$ cat config.mk
export PLATFORM = sky130hd
export DESIGN_NAME = cpu_log_parser
export DESIGN_NICKNAME = d
export VERILOG_FILES = /design/src/rtl/cpu_log_parser.sv
export SDC_FILE = /design/constraint.sdc
export NUM_CORES = 1
export LEC_CHECK = 0
export ABC_CLOCK_PERIOD_IN_PS = 8100
export CORE_MARGIN = 10
export CORE_UTILIZATION = 46
export DETAILED_ROUTE_END_ITERATION = 8
export GPL_ROUTABILITY_DRIVEN = 0
export GPL_TIMING_DRIVEN = 0
export HOLD_SLACK_MARGIN = 0.03
export PLACE_DENSITY = 0.7
export SETUP_SLACK_MARGIN = 0.3
export SLEW_MARGIN = 10
export SYNTH_ARGS = -nofsm -noshare
export SYNTH_HDL_FRONTEND = slang
export SYNTH_SLANG_ARGS = --single-unit
$ cat constraint.sdc
create_clock -name clk -period 8.1 [get_ports clk]
set_input_delay 1.62 -clock clk [delete_from_list [all_inputs] [get_ports clk]]
set_output_delay 1.62 -clock clk [all_outputs]
set_load 0.01 [all_outputs]
$ cat src/rtl/cpu_log_parser.sv
// Character-stream parser for CPU trace lines ("^time@pc: $grf <= data#" and
// "^time@pc: *addr <= data#"); classifies each line and extracts its fields.
module cpu_log_parser #(
  parameter int TIME_MAX_DIGITS = 4,
  parameter int GRF_MAX_DIGITS  = 2,
  parameter int PC_HEX_DIGITS   = 8,
  parameter int DATA_HEX_DIGITS = 8,
  parameter int ACCEPT_UPPER    = 0,
  parameter int CHECK_SEMANTIC  = 1
) (
  input  logic                         clk,
  input  logic                         reset,
  input  logic                         char_valid,
  input  logic [7:0]                   char,
  output logic [1:0]                   format_type,
  output logic                         line_valid,
  output logic [4*TIME_MAX_DIGITS-1:0] time_val,
  output logic [4*PC_HEX_DIGITS-1:0]   pc_val,
  output logic [4:0]                   grf_num,
  output logic [4*PC_HEX_DIGITS-1:0]   addr_val,
  output logic [4*DATA_HEX_DIGITS-1:0] data_val,
  output logic                         frame_err
);
  localparam int TW = 4*TIME_MAX_DIGITS;
  localparam int GW = 4*GRF_MAX_DIGITS;
  localparam int PW = 4*PC_HEX_DIGITS;
  localparam int DW = 4*DATA_HEX_DIGITS;

  typedef enum logic [3:0] {
    S_IDLE, S_TIME, S_PC, S_SP1, S_GRF, S_ADDR, S_SP2, S_LT, S_SP3, S_DATA
  } state_t;

  state_t          state;
  logic [7:0]      cnt;
  logic            is_mem;
  logic [TW-1:0]   t_sh;
  logic [PW-1:0]   pc_sh, addr_sh;
  logic [GW-1:0]   grf_sh;
  logic [DW-1:0]   data_sh;

  logic            is_dec, is_hex, ok, sem_ok;
  logic [3:0]      nib;

  always_comb begin
    is_dec = (char >= "0") && (char <= "9");
    is_hex = is_dec || ((char >= "a") && (char <= "f")) ||
             ((ACCEPT_UPPER != 0) && (char >= "A") && (char <= "F"));
    nib    = is_dec ? char[3:0] : char[3:0] + 4'd9;
    // grf_sh is 0 on memory lines and addr_sh is 0 on register lines
    sem_ok = (CHECK_SEMANTIC == 0) ||
             (((grf_sh >> 5) == '0) && (pc_sh[1:0] == 2'b00) && (addr_sh[1:0] == 2'b00));
    ok = 1'b1;
    case (state)
      S_TIME: ok = (is_dec && cnt < 8'(TIME_MAX_DIGITS)) || (char == "@" && cnt != 8'd0);
      S_PC:   ok = (is_hex && cnt < 8'(PC_HEX_DIGITS)) || (char == ":" && cnt == 8'(PC_HEX_DIGITS));
      S_SP1:  ok = (char == " ") || (char == "$") || (char == "*");
      // spaces before the first register digit are tolerated ("$ 5")
      S_GRF:  ok = (is_dec && cnt < 8'(GRF_MAX_DIGITS)) || (char == " ") ||
                   (char == "<" && cnt != 8'd0);
      S_ADDR: ok = (is_hex && cnt < 8'(PC_HEX_DIGITS)) ||
                   ((char == " " || char == "<") && cnt == 8'(PC_HEX_DIGITS));
      S_SP2:  ok = (char == " ") || (char == "<");
      S_LT:   ok = (char == "=");
      S_SP3:  ok = (char == " ") || is_hex;
      S_DATA: ok = (is_hex && cnt < 8'(DATA_HEX_DIGITS)) ||
                   (char == "#" && cnt == 8'(DATA_HEX_DIGITS) && sem_ok);
      default: ok = 1'b1;
    endcase
  end

  always_ff @(posedge clk or posedge reset) begin
    if (reset) begin
      state <= S_IDLE; cnt <= '0; is_mem <= 1'b0;
      t_sh <= '0; pc_sh <= '0; addr_sh <= '0; grf_sh <= '0; data_sh <= '0;
      format_type <= '0; line_valid <= 1'b0; frame_err <= 1'b0;
      time_val <= '0; pc_val <= '0; grf_num <= '0; addr_val <= '0; data_val <= '0;
    end else begin
      line_valid  <= 1'b0;
      frame_err   <= 1'b0;
      format_type <= '0;
      if (char_valid) begin
        if (char == "^") begin
          // IDLE covers both "nothing pending" and "previous char closed a line"
          frame_err <= (state != S_IDLE);
          state <= S_TIME; cnt <= '0; is_mem <= 1'b0;
          t_sh <= '0; pc_sh <= '0; addr_sh <= '0; grf_sh <= '0; data_sh <= '0;
        end else if (!ok) begin
          state     <= S_IDLE;
          frame_err <= 1'b1;
        end else begin
          case (state)
            S_TIME: if (is_dec) begin
                      t_sh <= t_sh * TW'(10) + TW'(nib);
                      cnt  <= cnt + 8'd1;
                    end else begin
                      state <= S_PC; cnt <= '0;
                    end
            S_PC:   if (is_hex) begin
                      pc_sh <= PW'({pc_sh, nib});
                      cnt   <= cnt + 8'd1;
                    end else begin
                      state <= S_SP1; cnt <= '0;
                    end
            S_SP1:  if (char == "$") begin
                      state <= S_GRF; is_mem <= 1'b0; cnt <= '0;
                    end else if (char == "*") begin
                      state <= S_ADDR; is_mem <= 1'b1; cnt <= '0;
                    end
            S_GRF:  if (is_dec) begin
                      grf_sh <= grf_sh * GW'(10) + GW'(nib);
                      cnt    <= cnt + 8'd1;
                    end else if (char == "<") state <= S_LT;
                    else if (cnt != 8'd0) state <= S_SP2;
            S_ADDR: if (is_hex) begin
                      addr_sh <= PW'({addr_sh, nib});
                      cnt     <= cnt + 8'd1;
                    end else if (char == "<") state <= S_LT;
                    else state <= S_SP2;
            S_SP2:  if (char == "<") state <= S_LT;
            S_LT:   state <= S_SP3;
            S_SP3:  if (is_hex) begin
                      data_sh <= DW'(nib);
                      cnt     <= 8'd1;
                      state   <= S_DATA;
                    end
            S_DATA: if (is_hex) begin
                      data_sh <= DW'({data_sh, nib});
                      cnt     <= cnt + 8'd1;
                    end else begin
                      state       <= S_IDLE;
                      line_valid  <= 1'b1;
                      format_type <= {is_mem, ~is_mem};
                      time_val    <= t_sh;
                      pc_val      <= pc_sh;
                      grf_num     <= 5'(grf_sh);
                      addr_val    <= addr_sh;
                      data_val    <= data_sh;
                    end
            default: ;
          endcase
        end
      end
    end
  end
endmodule

Word-level counts from Yosys, hierarchy flattened
Index checks and enable logic that the tools add are counted.
{"block": "totals", "word_cells": 182, "input_bits": 11, "out_inout_bits": 121, "reg_bits": 254}
{"block": "classes", "n_eq_ne": 34, "addsub": 4, "bitwise_logic": 3, "n_mul": 2, "muxes": 66, "order_cmp": 7, "n_reduce_logical": 50}
{"op": "2-to-1 mux 32 bit", "count": 12}
{"op": "2-to-1 mux 8 bit", "count": 13}
{"op": "2-to-1 mux 16 bit", "count": 4}
{"op": "case mux 32 bit (2 select lines)", "count": 1}
{"op": "== test 8 x 6 -> 1 bit (second input constant)", "count": 7}
{"op": "2-to-1 mux 4 bit", "count": 14}
{"op": "case mux 8 bit (6 select lines)", "count": 1}
{"op": "case mux 4 bit (9 select lines)", "count": 1}
{"op": "inequality test 4 bit (second input constant)", "count": 8}
{"op": "AND reduction 4 bit", "count": 5}
{"op": "adder 16 x 4 -> 16 bit", "count": 1}
{"op": "== test 4 x 3 -> 1 bit (second input constant)", "count": 4}
{"op": "== test 8 x 7 -> 1 bit (second input constant)", "count": 2}
{"op": "multiplier 16 x 3 -> 15 bit (second input constant)", "count": 1}
{"op": "nonzero test 2 bit", "count": 8}
{"op": "2-to-1 mux 1 bit", "count": 14}
{"op": "logical AND 1 bit", "count": 13}
{"op": "logical OR 1 bit", "count": 11}
{"op": "inequality test 11 x 1 -> 1 bit (second input constant)", "count": 1}
{"op": "AND reduction 11 bit", "count": 1}
{"op": "2-to-1 mux 2 bit", "count": 5}
{"op": "inequality test 5 bit (second input constant)", "count": 2}
{"op": "AND reduction 5 bit", "count": 2}
{"op": "inequality test 3 bit (second input constant)", "count": 3}
{"op": "26 further kinds", "count": 32}

Longest topological paths before layout
Gate-level depths: netlist of the first run.
{"block": "depth", "word_depth": 9, "mapped_depth": 18, "depth_no_buf": 17}

Worst setup path after synthesis of the first run
OpenSTA, ideal clock, no wires.
{"block": "synth_timing", "path_kind": "input to register", "startpoint": "input char[0]", "endpoint": "register t_sh[15]", "stages": 18, "slack_ns": 3.403, "required_time_ns": 7.978, "t_arrival_ns": 4.575, "cell_sequence": "inv_1 -> ha_1 -> o21ba_2 -> o21ai_0 -> buf_2 -> nand2_1 -> o21ai_0 -> ha_1 -> inv_1 -> fa_1 -> nor2b_1 -> o21ai_0 -> nor3b_1 -> nand3_1 -> nor2b_1 -> nand4_1 -> xor2_1 -> a32o_1"}
{"block": "synth_via", "elab_chain_cells": 8, "word_cells_on_any_way": 47, "cone_classes": "add/sub (2); order compare (4); eq/ne (9); mux (6); reduce/logical (26)"}
{"element": "start, declared", "line_no": "14", "source": "input logic [7:0] char,"}
{"element": ">= comparator 8 x 6 -> 1 bit (tied with other cells)", "line_no": "45", "source": "is_dec = (char >= \"0\") && (char <= \"9\");"}
{"element": "logical AND 1 bit (on tied branches)", "line_no": "45, 46"}
{"element": "2-to-1 mux 4 bit (tied with other cells)", "line_no": "48", "source": "nib = is_dec ? char[3:0] : char[3:0] + 4'd9;"}
{"element": "adder 16 x 4 -> 16 bit (tied with other cells)", "line_no": "93", "source": "t_sh <= t_sh * TW'(10) + TW'(nib);"}
{"element": "2-to-1 mux 16 bit (tied with other cells)", "line_no": "92", "source": "S_TIME: if (is_dec) begin"}
{"element": "2-to-1 mux 16 bit / case mux 1 bit (9 select lines) (equally long branches)", "line_no": "91, 53"}
{"element": "2-to-1 mux 16 bit / nonzero test 2 bit (equally long branches)"}
{"element": "2-to-1 mux 16 bit / AND reduction 4 bit (equally long branches)"}
{"element": "end signal, assigned", "line_no": "93"}
{"element": "end, declared", "line_no": "36", "source": "logic [TW-1:0] t_sh;"}
Parallel ways exist; a longest one is shown, timed or not. The select of a mux whose other input is x is not followed.
A chain may end at the register's enable or synchronous reset.

Worst setup path in the final report of the first run
Ends and elaborated chain as after synthesis.

==> results.md, run 1 <==
- Drt drc: 0
- Std-Cell Rows: 58
- Final slew viol count: 0
- Port Buffers: 130
- Initial Util: 46.6%
- Power Density: 208 nW/µm²
- Synth Register Bits: 254
- Post-synth EDFFs: 0
- Hold Fails Final Rpt: 0
- Syn nets: 979
- Drt total wl: 27.5 mm
- CTS Sinks: 254
- Critical Path AT: 6.00 ns
- Die height: 179 µm
- Clk slew on worst S/H paths: 0.06 ns
- Die area: 32,100 µm²
- Boundary Pins: 132
- Largest net degree at the start of global routing: 39
- H-tree Lvls: 1
- Switching pwr: 799 µW
- Worst hold path type: flop to flop
- Final setup fails: 0
- Nets: 1,145
- CTS resizes: 0
- CTS tree: built
- Crit path launch type: input pin
- Post-Syn Area: 11,700 µm²
- Switching share of power: 26.6%
- Root Driver: clkbuf_16
- Ranking of synthesized cells by area: dfrtp_1, mux2_2, a22o_1, ha_1, mux2_1
- TritonRoute pass-1 iters: 6
- CP Data Required Time: 8.52 ns
- Most used DFF post-synth: dfrtp_1
- Fill cells: 2,086
- Detailed Place HPWL: 20.2 mm
- Setup_tns: 0 ns
- Cell with the most instances after synthesis: dfrtp_1
- Share of cells above drive strength 1: 16.9%
- Commonest cells post-synth: dfrtp_1, mux2_2, a22o_1
- Ys Warns: 0
- Wirelength per Cell: 19.2 µm
- Flop pwr share: 44.4%
- Fin crit share: 69.0%
- Cell taking the most area after synthesis: dfrtp_1
- Vias in the first global route: 8,122
- Via density: 5.66
- CTS Buf Count: 27
- Synth cell types: 71
- Worst Skew: 0.0122 ns
- Antenna Cells: 0
- Avg Cell Area, Syn: 12.7 µm²
- Vias: 8,125
- Synthesized instance count: 921
- Initial antenna violation count: 0
- Die X-Extent: 179 µm
- Fin crit period: 5.59 ns
- CORE AREA: 25,000 µm²
- Area Growth Syn to Fin: 23.6%
- Routed Antenna Nets: 0
- Seq/Total Area, Yosys: 54.5%
- Outcome: finished, final reports clean
- Global-route usage over all layers: 16.8%
- Skew-Pair Late Insertion Delay: 0.52 ns
- Max-cap viol count: 0
- Clk pwr share: 41.0%
- CP Class: input pin to flop
- Drt first-iter violations: 624
- Clock Tree Buf Depth: 3
- Slew HR: 46.2%
- Worst setup EP type: flop
- Async set-reset flop share out of synthesis: 100%
- IR drop worst, VDD: 0.141 mV
- Setup Fix Bufs, Post-CTS: 0
- Top cell type's share of synthesized area: 54.5%
- Gr ovfl total: 0
- Leakage: 6.86 nW
- Worst Tran Pin Value: 0.797 ns
- First-pass GRT wire length: 44.0 mm
- Comb power frac: 14.7%
- F_max: 0.179 GHz
- Cts hold-fix bufs: 0
- Largest fanout on the critical path: 10
- P_int: 2.20 mW
- WHS: 0.483 ns
- Unrepaired setup endpoints after global routing: false
==> metrics by stage <==
stage / util, % / std cells / instance area (µm²) / power, mW / setup WS (ns)
2_1_floorplan: - / 921 / 11700 / 1.66 / 3.14
3_3_place_gp: 53.4 / 1381 / 13400 / 1.77 / 1.30
3_5_place_dp: 54.0 / 1388 / 13500 / 1.78 / 2.09
4_1_cts: 57.6 / 1436 / 14400 / 3.02 / 2.60
5_1_grt: 57.6 / 1436 / 14400 / 3.13 / 2.24
6_report: 57.6 / 1436 / 14400 / 3.00 / 2.51
==> path summary, 6_finish.rpt <==
| path | start | to | slack (ns) | cells after the start |
|---|---|---|---|---|
| setup / recovery | char[0] | t_sh[15]$_DFFE_PP0P_ | 2.51 | 19 |
| hold / removal | data_val[14]$_DFFE_PP0P_ | data_val[14]$_DFFE_PP0P_ | 0.48 | 1 |
| setup reg to reg | state[2]$_DFFE_PP0P_ | data_sh[7]$_DFFE_PP0P_ | 4.28 | 11 |
| hold reg to reg | data_val[14]$_DFFE_PP0P_ | data_val[14]$_DFFE_PP0P_ | 0.48 | 1 |
| max in group asynchronous | reset | cnt[6]$_DFFE_PP0P_ | 5.67 | 4 |
| min in group asynchronous | reset | data_sh[12]$_DFFE_PP0P_ | 1.57 | 2 |
==> registers in the layout, indices dropped and copies added, names as in the netlist, 8 cells and up <==
| name | flops |
|---|---|
| addr_val | 32 |
| data_sh | 32 |
| time_val | 16 |
| pc_val | 32 |
| pc_sh | 32 |
| cnt | 8 |
| grf_sh | 8 |
| addr_sh | 32 |
| t_sh | 16 |
| data_val | 32 |
==> worst max-delay path, cell delays in order <==
cell             delay (ns)
clkdlybuf4s50_1        0.57
inv_1                  0.11
ha_1                   0.22
o21ba_2                0.22
o21ai_0                0.23
buf_2                  0.27
nand2_1                0.07
o21ai_0                0.29
ha_1                   0.30
inv_1                  0.06
fa_1                   0.40
nor2b_1                0.13
o21ai_0                0.14
nor3b_1                0.39
nand3_1                0.22
nor2b_1                0.21
nand4_1                0.12
xor2_1                 0.17
a32o_1                 0.26
==> power groups by stage <==
stage / sequential (mW) / clock, mW / combinational, mW
CTS: 1.33 / 1.26 / 0.431
global placement: 1.35 / 0 / 0.412
finish: 1.33 / 1.23 / 0.440
floorplan: 1.34 / 0 / 0.320
detailed placement: 1.35 / 0 / 0.429
global route: 1.33 / 1.31 / 0.492
==> routing by layer <==
| metal | up-vias | wire length [µm] | track usage [%] |
|---|---|---|---|
| met3 | 48 | 1650 | 2.89 |
| li1 | 3760 | - | - |
| met1 | 4101 | 12300 | 22.9 |
| met4 | 0 | 619 | 4.34 |
| met2 | 216 | 13000 | 27.4 |
| met5 | - | 0 | 0 |
==> cells by family (layout without fill, tap and decap cells) <==
family | Yosys count | in the layout | synth area share (%)
flip-flops | 254 | 254 | 54.5
AO/OA/AOI/OAI | 212 | 212 | 14.2
AND/OR/NAND/NOR | 172 | 172 | 8.04
multiplexers | 126 | 126 | 12.1
buffers and inverters | 77 | 262 | 3.37
adder cells (fa/ha/maj) | 47 | 47 | 5.30
XOR/XNOR | 33 | 33 | 2.48
==> placed cells by master (no fill, tap or decap), types with 16 or more instances in the layout <==
master,instances
clkbuf_1,37
a22o_1,92
xor2_1,17
nand2_1,37
nor2_1,23
a21oi_1,23
mux2_1,20
xnor2_1,16
nand3_1,20
clkdlybuf4s50_1,130
clkbuf_16,27
inv_1,20
mux2_2,104
dfrtp_1,254
o21ai_0,21
ha_1,43
==> layout make-up <==
type	count	area [µm²]	area share, %
inverter	22	91.3	0.634
timing repair buffer	137	1440	10.0
sequential	254	6360	44.1
clock buffer	37	783	5.43
multi-input combinational	590	4910	34.1
tap	330	413	2.86
clock inverter	11	113	0.781
buffer	55	305	2.12
(Power assumes the default switching activity.)
==> inputs of run 2 (changes only) <==
--- a/config.mk
+++ b/config.mk
@@ -5,14 +5,14 @@
 export SDC_FILE = /design/constraint.sdc
 export NUM_CORES = 1
 export LEC_CHECK = 0
-export ABC_CLOCK_PERIOD_IN_PS = 8100
+export ABC_CLOCK_PERIOD_IN_PS = 5500
 export CORE_MARGIN = 10
 export CORE_UTILIZATION = 46
 export DETAILED_ROUTE_END_ITERATION = 8
 export GPL_ROUTABILITY_DRIVEN = 0
 export GPL_TIMING_DRIVEN = 0
 export HOLD_SLACK_MARGIN = 0.03
-export PLACE_DENSITY = 0.7
+export PLACE_DENSITY = 0.67
 export SETUP_SLACK_MARGIN = 0.3
 export SLEW_MARGIN = 10
 export SYNTH_ARGS = -nofsm -noshare
==> constraint.sdc (replaced) <==
create_clock -name clk -period 5.5 [get_ports clk]
set_input_delay 1.1 -clock clk [delete_from_list [all_inputs] [get_ports clk]]
set_output_delay 1.1 -clock clk [all_outputs]
set_load 0.01 [all_outputs]
==> run 2 against run 1 <==
Against the previous run:
- first-iteration DRC count is 6.3% lower
- final cell count is 0.35% higher
- via count is 0.69% lower
- core utilization is 0.43 points higher
- critical path type unchanged
- highest routed layer unchanged
==> results.md, run 2 (synthesis results as in run 1) <==
- Max-cap viol count: 0 (unchanged)
- Final setup fails: 0 (unchanged)
- Clk pwr share: 42.1% (was 41.0%)
- Wirelength per Cell: 19.3 µm (was 19.2 µm)
- Most frequent cells in the layout: dfrtp_1, clkdlybuf4s50_1, mux2_2 (unchanged)
- Skew-Pair Late Insertion Delay: 0.56 ns (was 0.52 ns)
- Clk slew on worst S/H paths: 0.06 ns (about the same)
- Area Growth Syn to Fin: 24.5% (was 23.6%)
- Switching pwr: 1.22 mW (was 799 µW)
- Unrepaired setup endpoints after global routing: false (unchanged)
- Cts hold-fix bufs: 0 (unchanged)
- Hold Fails Final Rpt: 0 (unchanged)
- CP Class: input pin to flop (unchanged)
- Critical path, cell by cell: clkdlybuf4s50_1 > inv_1 > ha_1 > o21ba_2 > o21ai_0 > buf_2 > nand2_1 > o21ai_0 > ha_1 > inv_1 > fa_1 > nor2b_1 > o21ai_0 > nor3b_2 > nand3_1 > nor2b_1 > nand4_1 > xor2_1 > a32o_1 (was clkdlybuf4s50_1 > inv_1 > ha_1 > o21ba_2 > o21ai_0 > buf_2 > nand2_1 > o21ai_0 > ha_1 > inv_1 > fa_1 > nor2b_1 > o21ai_0 > nor3b_1 > nand3_1 > nor2b_1 > nand4_1 > xor2_1 > a32o_1)
- Routed Antenna Nets: 0 (unchanged)
- Post-layout util: 58.0% (was 57.6%)
- Drt first-iter violations: 585 (was 624)
- CP Data Required Time: 5.94 ns (was 8.52 ns)
- Largest fanout on the critical path: 10 (unchanged)
- Worst setup EP type: flop (unchanged)
- Setup Fix Bufs, Post-CTS: 0 (unchanged)
- Gr ovfl total: 0 (unchanged)
- WL met2: 13.0 mm (about the same)
- CTS Buf Count: 28 (was 27)
- Initial Util: 46.6% (unchanged)
- Most common cell after layout, fill and taps aside: dfrtp_1 (unchanged)
- Cell mode on critical path: o21ai_0 (unchanged)
- Wl on met1: 12.4 mm (was 12.3 mm)
- R2R Path End: data_sh[2]$_DFFE_PP0P_ (was data_sh[7]$_DFFE_PP0P_)
- Drt drc: 0 (unchanged)
- Max Used Layer: met4 (unchanged)
- Boundary Pins: 132 (unchanged)
- Switching share of power: 27.1% (was 26.6%)
- Via density: 5.60 (was 5.66)
- Std-Cell Rows: 58 (unchanged)
- Worst Tran Pin Value: 0.776 ns (was 0.797 ns)
- Die X-Extent: 179 µm (unchanged)
- Final slew viol count: 0 (unchanged)
- Power Density: 310 nW/µm² (was 208 nW/µm²)
- F_max: 0.207 GHz
- Global-route usage over all layers: 17.0% (was 16.8%)
- P_int: 3.28 mW (was 2.20 mW)
- Clock Tree Buf Depth: 3 (unchanged)
- Hold Crit Depth: 1 (unchanged)
- Nets: 1,147 (was 1,145)
- CTS tree: built (unchanged)
- IR drop worst, VDD: 0.265 mV (was 0.141 mV)
- Largest net degree at the start of global routing: 40 (was 39)
- Final std cells w/o fill: 1,441 (was 1,436)
- Antenna Cells: 0 (unchanged)
- Critical Path AT: 5.26 ns (was 6.00 ns)
- Flop pwr share: 43.5% (was 44.4%)
- Met3 wire length: 1.74 mm (was 1.65 mm)
- Vias: 8,069 (was 8,125)
- Outcome: finished, final reports clean (unchanged)
- Drt total wl: 27.8 mm (was 27.5 mm)
- Initial antenna violation count: 0 (unchanged)
- CP peak stage delay: 0.57 ns (about the same)
- Comb power frac: 14.4% (was 14.7%)
- Worst Skew: 0.0173 ns (was 0.0122 ns)
- CORE AREA: 25,000 µm² (unchanged)
- Fin crit share: 87.7%
- Hold Crit Endpoint: data_val[19]$_DFFE_PP0P_ (was data_val[14]$_DFFE_PP0P_)
- Placed instance count: 1,389 (was 1,388)
- Share of cells above drive strength 1: 17.2% (was 16.9%)
- Detailed Place HPWL: 20.4 mm (was 20.2 mm)
- Die area: 32,100 µm² (unchanged)
- Vias in the first global route: 8,104 (was 8,122)
- Worst hold path type: flop to flop (unchanged)
- Worst r2r src: state[2]$_DFFE_PP0P_ (unchanged)
- Slew HR: 47.7% (was 46.2%)
- First-pass GRT wire length: 44.6 mm (was 44.0 mm)
- Hold Startpoint: data_val[19]$_DFFE_PP0P_ (was data_val[14]$_DFFE_PP0P_)
- CTS Sinks: 254 (unchanged)
- Register-to-Register Setup Slack: 1.77 ns (was 4.28 ns)
- Leakage: 6.90 nW (was 6.86 nW)
- TritonRoute pass-1 iters: 5 (was 6)
- Die height: 179 µm (unchanged)
- Crit path launch type: input pin (unchanged)
- CTS resizes: 0 (unchanged)
- Worst r2r path cells: 11 (unchanged)
- Port Buffers: 130 (unchanged)
- Fin crit period: 4.83 ns
- H-tree Lvls: 1 (unchanged)
- Crit path max-delay cell type: clkdlybuf4s50_1 (unchanged)
- Root Driver: clkbuf_16 (unchanged)
==> run 2: layout make-up <==
class                      instances  area, µm²
tap                              330        413
sequential                       254       6360
inverter                          22       91.3
buffer                            55        305
clock buffer                      40        806
multi-input combinational        590       4920
timing repair buffer             138       1470
clock inverter                    12        158
fill                            2087      10500
==> run 2: how the worst max path moves through the flow <==
stage	start	to	depth (start not counted)	slack [ns]
floorplan	reset	addr_sh[0]$_DFFE_PP0P_	1	1.06
global placement	reset	addr_val[14]$_DFFE_PP0P_	2	-0.81
detailed placement	char[0]	t_sh[14]$_DFFE_PP0P_	18	0.003
CTS	char[0]	t_sh[14]$_DFFE_PP0P_	18	0.57
global route	char[0]	t_sh[15]$_DFFE_PP0P_	19	0.38
finish	char[0]	t_sh[15]$_DFFE_PP0P_	19	0.67
==> run 2: worst max-delay path: cells and delay by family <==
family / cells / cell delay [ns]
compound gates: 5 / 1.15
xor+xnor: 1 / 0.17
simple gates: 6 / 0.91
buf+inv: 4 / 1.01
fa+ha+maj: 3 / 0.92
==> run 2: routing by layer <==
metal	GRT usage, %	vias up
met5	0	-
met4	4.51	0
met3	3.18	59
met2	27.6	210
met1	23.0	4030
li1	-	3770
==> run 2: metrics by stage <==
step                setup WS (ns)  setup TNS [ns]  hold slack, ns  cell area (µm²)  power (mW)
finish                      0.674               0           0.484            14500        4.50
global placement           -0.809         -200.73           0.469            13400        2.60
detailed placement        0.00291               0           0.470            13500        2.62
global route                0.385               0           0.501            14500        4.70
CTS                         0.574               0           0.487            14500        4.54
floorplan                    1.06               0           0.418            11700        2.45
==> run 2: power by group through the flow <==
stage	combinational (mW)	sequential, mW	clock (mW)
after detailed placement	0.631	1.99	0
final	0.649	1.96	1.89
after global placement	0.613	1.99	0
after global routing	0.725	1.96	2.01
after CTS	0.637	1.96	1.94
after floorplan	0.472	1.98	0
==> inputs of run 3 (changes only) <==
--- a/config.mk
+++ b/config.mk
@@ -6,6 +6,8 @@
 export NUM_CORES = 1
 export LEC_CHECK = 0
 export ABC_CLOCK_PERIOD_IN_PS = 5500
+export CAP_MARGIN = 20
+export CORE_ASPECT_RATIO = 1.2
 export CORE_MARGIN = 10
 export CORE_UTILIZATION = 46
 export DETAILED_ROUTE_END_ITERATION = 8
@@ -14,6 +16,7 @@
 export HOLD_SLACK_MARGIN = 0.03
 export PLACE_DENSITY = 0.67
 export SETUP_SLACK_MARGIN = 0.3
+export SKIP_CTS_REPAIR_TIMING = 1
 export SLEW_MARGIN = 10
 export SYNTH_ARGS = -nofsm -noshare
 export SYNTH_HDL_FRONTEND = slang
==> run 3 against run 2 <==
Against the previous run:
- count of clock-buffer cells in the layout decreased by 3
- sequential power about the same
- maximum frequency decreased by 3.4%
- combinational power about the same
- first-iteration DRC count increased by 31%
- hold slack got worse by 0.0012 ns
- non-clock buffer count unchanged
- clock power increased by 4%
- final cell count decreased by 0.62%
- via count increased by 0.57%
- core utilization increased by 0.43 points
- critical endpoint unchanged
- largest power group is now the clock network
==> results.md, run 3 (synthesis results as in run 1) <==
- Worst r2r path cells: 12 (was 11)
- Outcome: finished, final reports clean (unchanged)
- Initial antenna violation count: 0 (unchanged)
- CP Class: input pin to flop (unchanged)
- Die area: 32,100 µm² (about the same)
- Share of cells above drive strength 1: 16.9% (was 17.2%)
- Detailed Place HPWL: 20.7 mm (was 20.4 mm)
- Max-cap viol count: 0 (unchanged)
- First-pass GRT wire length: 44.8 mm (was 44.6 mm)
- Global-route usage over all layers: 16.9% (was 17.0%)
- Clock Tree Buf Depth: 3 (unchanged)
- Placed instance count: 1,384 (was 1,389)
- Wirelength per Cell: 19.4 µm (was 19.3 µm)
- Fin crit share: 90.8% (was 87.7%)
- Post-layout util: 58.4% (was 58.0%)
- Nets: 1,145 (was 1,147)
- Port Buffers: 130 (unchanged)
- Critical path, cell by cell: clkdlybuf4s50_1 > inv_1 > ha_1 > o21ba_2 > o21ai_0 > buf_2 > nand2_1 > o21ai_0 > ha_1 > inv_1 > fa_1 > nor2b_1 > o21ai_0 > nor3b_2 > nand3_1 > nor2b_1 > nand4_1 > xor2_1 > a32o_1 (unchanged)
- Die height: 194 µm (was 179 µm)
- Final slew viol count: 0 (unchanged)
- CTS tree: built (unchanged)
- TritonRoute pass-1 iters: 5 (unchanged)
- Register-to-Register Setup Slack: 1.71 ns (was 1.77 ns)
- Worst setup EP type: flop (unchanged)
- Hold Fails Final Rpt: 0 (unchanged)
- Initial Util: 47.0% (was 46.6%)
- Boundary Pins: 132 (unchanged)
- Unrepaired setup endpoints after global routing: false (unchanged)
- Worst Tran Pin Value: 0.934 ns (was 0.776 ns)
- Drt drc: 0 (unchanged)
- Hold Crit Endpoint: data_val[22]$_DFFE_PP0P_ (was data_val[19]$_DFFE_PP0P_)
- H-tree Lvls: 1 (unchanged)
- Clk slew on worst S/H paths: 0.06 ns (about the same)
- Worst r2r src: t_sh[3]$_DFFE_PP0P_ (was state[2]$_DFFE_PP0P_)
- Die X-Extent: 165 µm (was 179 µm)
- CTS Sinks: 254 (unchanged)
- Most common cell after layout, fill and taps aside: dfrtp_1 (unchanged)
- F_max: 0.200 GHz (was 0.207 GHz)
- Total Power: 4.57 mW (was 4.50 mW)
- Root Driver: clkbuf_16 (unchanged)
- CTS Buf Count: 26 (was 28)
- CP peak stage delay: 0.58 ns (was 0.57 ns)
- Antenna Cells: 0 (unchanged)
- Fin crit period: 4.99 ns (was 4.83 ns)
- Hold Startpoint: data_val[22]$_DFFE_PP0P_ (was data_val[19]$_DFFE_PP0P_)
- Largest fanout on the critical path: 10 (unchanged)
- Final setup fails: 0 (unchanged)
- Skew-Pair Late Insertion Delay: 0.52 ns (was 0.56 ns)
- Drt first-iter violations: 768 (was 585)
- Routed Antenna Nets: 0 (unchanged)
- R2R Path End: t_sh[15]$_DFFE_PP0P_ (was data_sh[2]$_DFFE_PP0P_)
- Cell mode on critical path: o21ai_0 (unchanged)
- Via density: 5.67 (was 5.60)
- Worst Skew: 0.00940 ns (was 0.0173 ns)
- Crit path max-delay cell type: clkdlybuf4s50_1 (unchanged)
- Vias: 8,115 (was 8,069)
- Crit path launch type: input pin (unchanged)
- Std-Cell Rows: 63 (was 58)
- Slew HR: 37.0% (was 47.7%)
- Power Density: 315 nW/µm² (was 310 nW/µm²)
- Vias in the first global route: 8,151 (was 8,104)
- CP Data Required Time: 5.91 ns (was 5.94 ns)
- Largest net degree at the start of global routing: 39 (was 40)
- WHS: 0.483 ns (was 0.484 ns)
- Most frequent cells in the layout: dfrtp_1, clkdlybuf4s50_1, mux2_2 (unchanged)
- CORE AREA: 24,800 µm² (was 25,000 µm²)
- Area Growth Syn to Fin: 24.4% (was 24.5%)
- IR drop worst, VDD: 0.173 mV (was 0.265 mV)
- Leakage: 6.91 nW (was 6.90 nW)
- Gr ovfl total: 0 (unchanged)
- Setup_tns: 0 ns (unchanged)
- Critical Path AT: 5.41 ns (was 5.26 ns)
- Final std cells w/o fill: 1,432 (was 1,441)
- Drt total wl: 27.8 mm (about the same)
- Hold Crit Depth: 1 (unchanged)
- Worst hold path type: flop to flop (unchanged)
[run 3: cell types whose count changed in the layout (fill, tap and decap cells not counted), sizes merged]
cell,delta
clkinv,-1
clkinvlp,-3
inv,-1
bufinv,+4
clkbuf,-3
[run 3: metal layers]
| layer | global-route usage, % | up-vias | part of all wire (%) |
|---|---|---|---|
| met5 | 0 | - | 0 |
| met4 | 4.58 | 0 | 2.2 |
| met3 | 2.64 | 48 | 5.7 |
| met2 | 29.0 | 214 | 51 |
| met1 | 21.5 | 4094 | 41 |
| li1 | - | 3759 | - |
[run 3: cell type report]
class	count	area, µm²
buffer	55	305
clock buffer	37	763
clock inverter	11	209
fill	2089	10300
inverter	22	91.3
multi-input combinational	590	4920
sequential	254	6360
tap	325	407
timing repair buffer	138	1460
[run 3: power by group]
| part | switching [mW] | total, mW | internal [mW] |
|---|---|---|---|
| clock network | 0.723 | 1.97 | 1.25 |
| registers | 0.0413 | 1.95 | 1.91 |
| logic | 0.405 | 0.650 | 0.245 |
[run 3: worst max path at each step]
stage	start	endpoint	slack (ns)	cells after the start
6_report	char[0]	t_sh[15]$_DFFE_PP0P_	0.51	19
2_1_floorplan	reset	addr_sh[0]$_DFFE_PP0P_	1.06	1
5_1_grt	char[0]	t_sh[14]$_DFFE_PP0P_	0.32	18
4_1_cts	char[0]	t_sh[15]$_DFFE_PP0P_	0.42	19
3_3_place_gp	reset	addr_val[10]$_DFFE_PP0P_	-0.80	2
3_5_place_dp	char[0]	t_sh[15]$_DFFE_PP0P_	-0.12	19
[run 3: critical path, delay by kind of cell]
family	cells	cell delay [ns]
buffers and inverters	4	1.04
and+or+nand+nor	6	0.93
xor gates and xnor gates	1	0.20
AOI/OAI and AO/OA	5	1.21
adders and majority gates	3	0.92
[run 3: stage by stage]
step / setup slack [ns] / area (µm²)
after floorplan: 1.06 / 11700
after detailed placement: -0.117 / 13500
after global placement: -0.803 / 13400
after CTS: 0.419 / 14500
after global routing: 0.320 / 14500
final: 0.506 / 14500
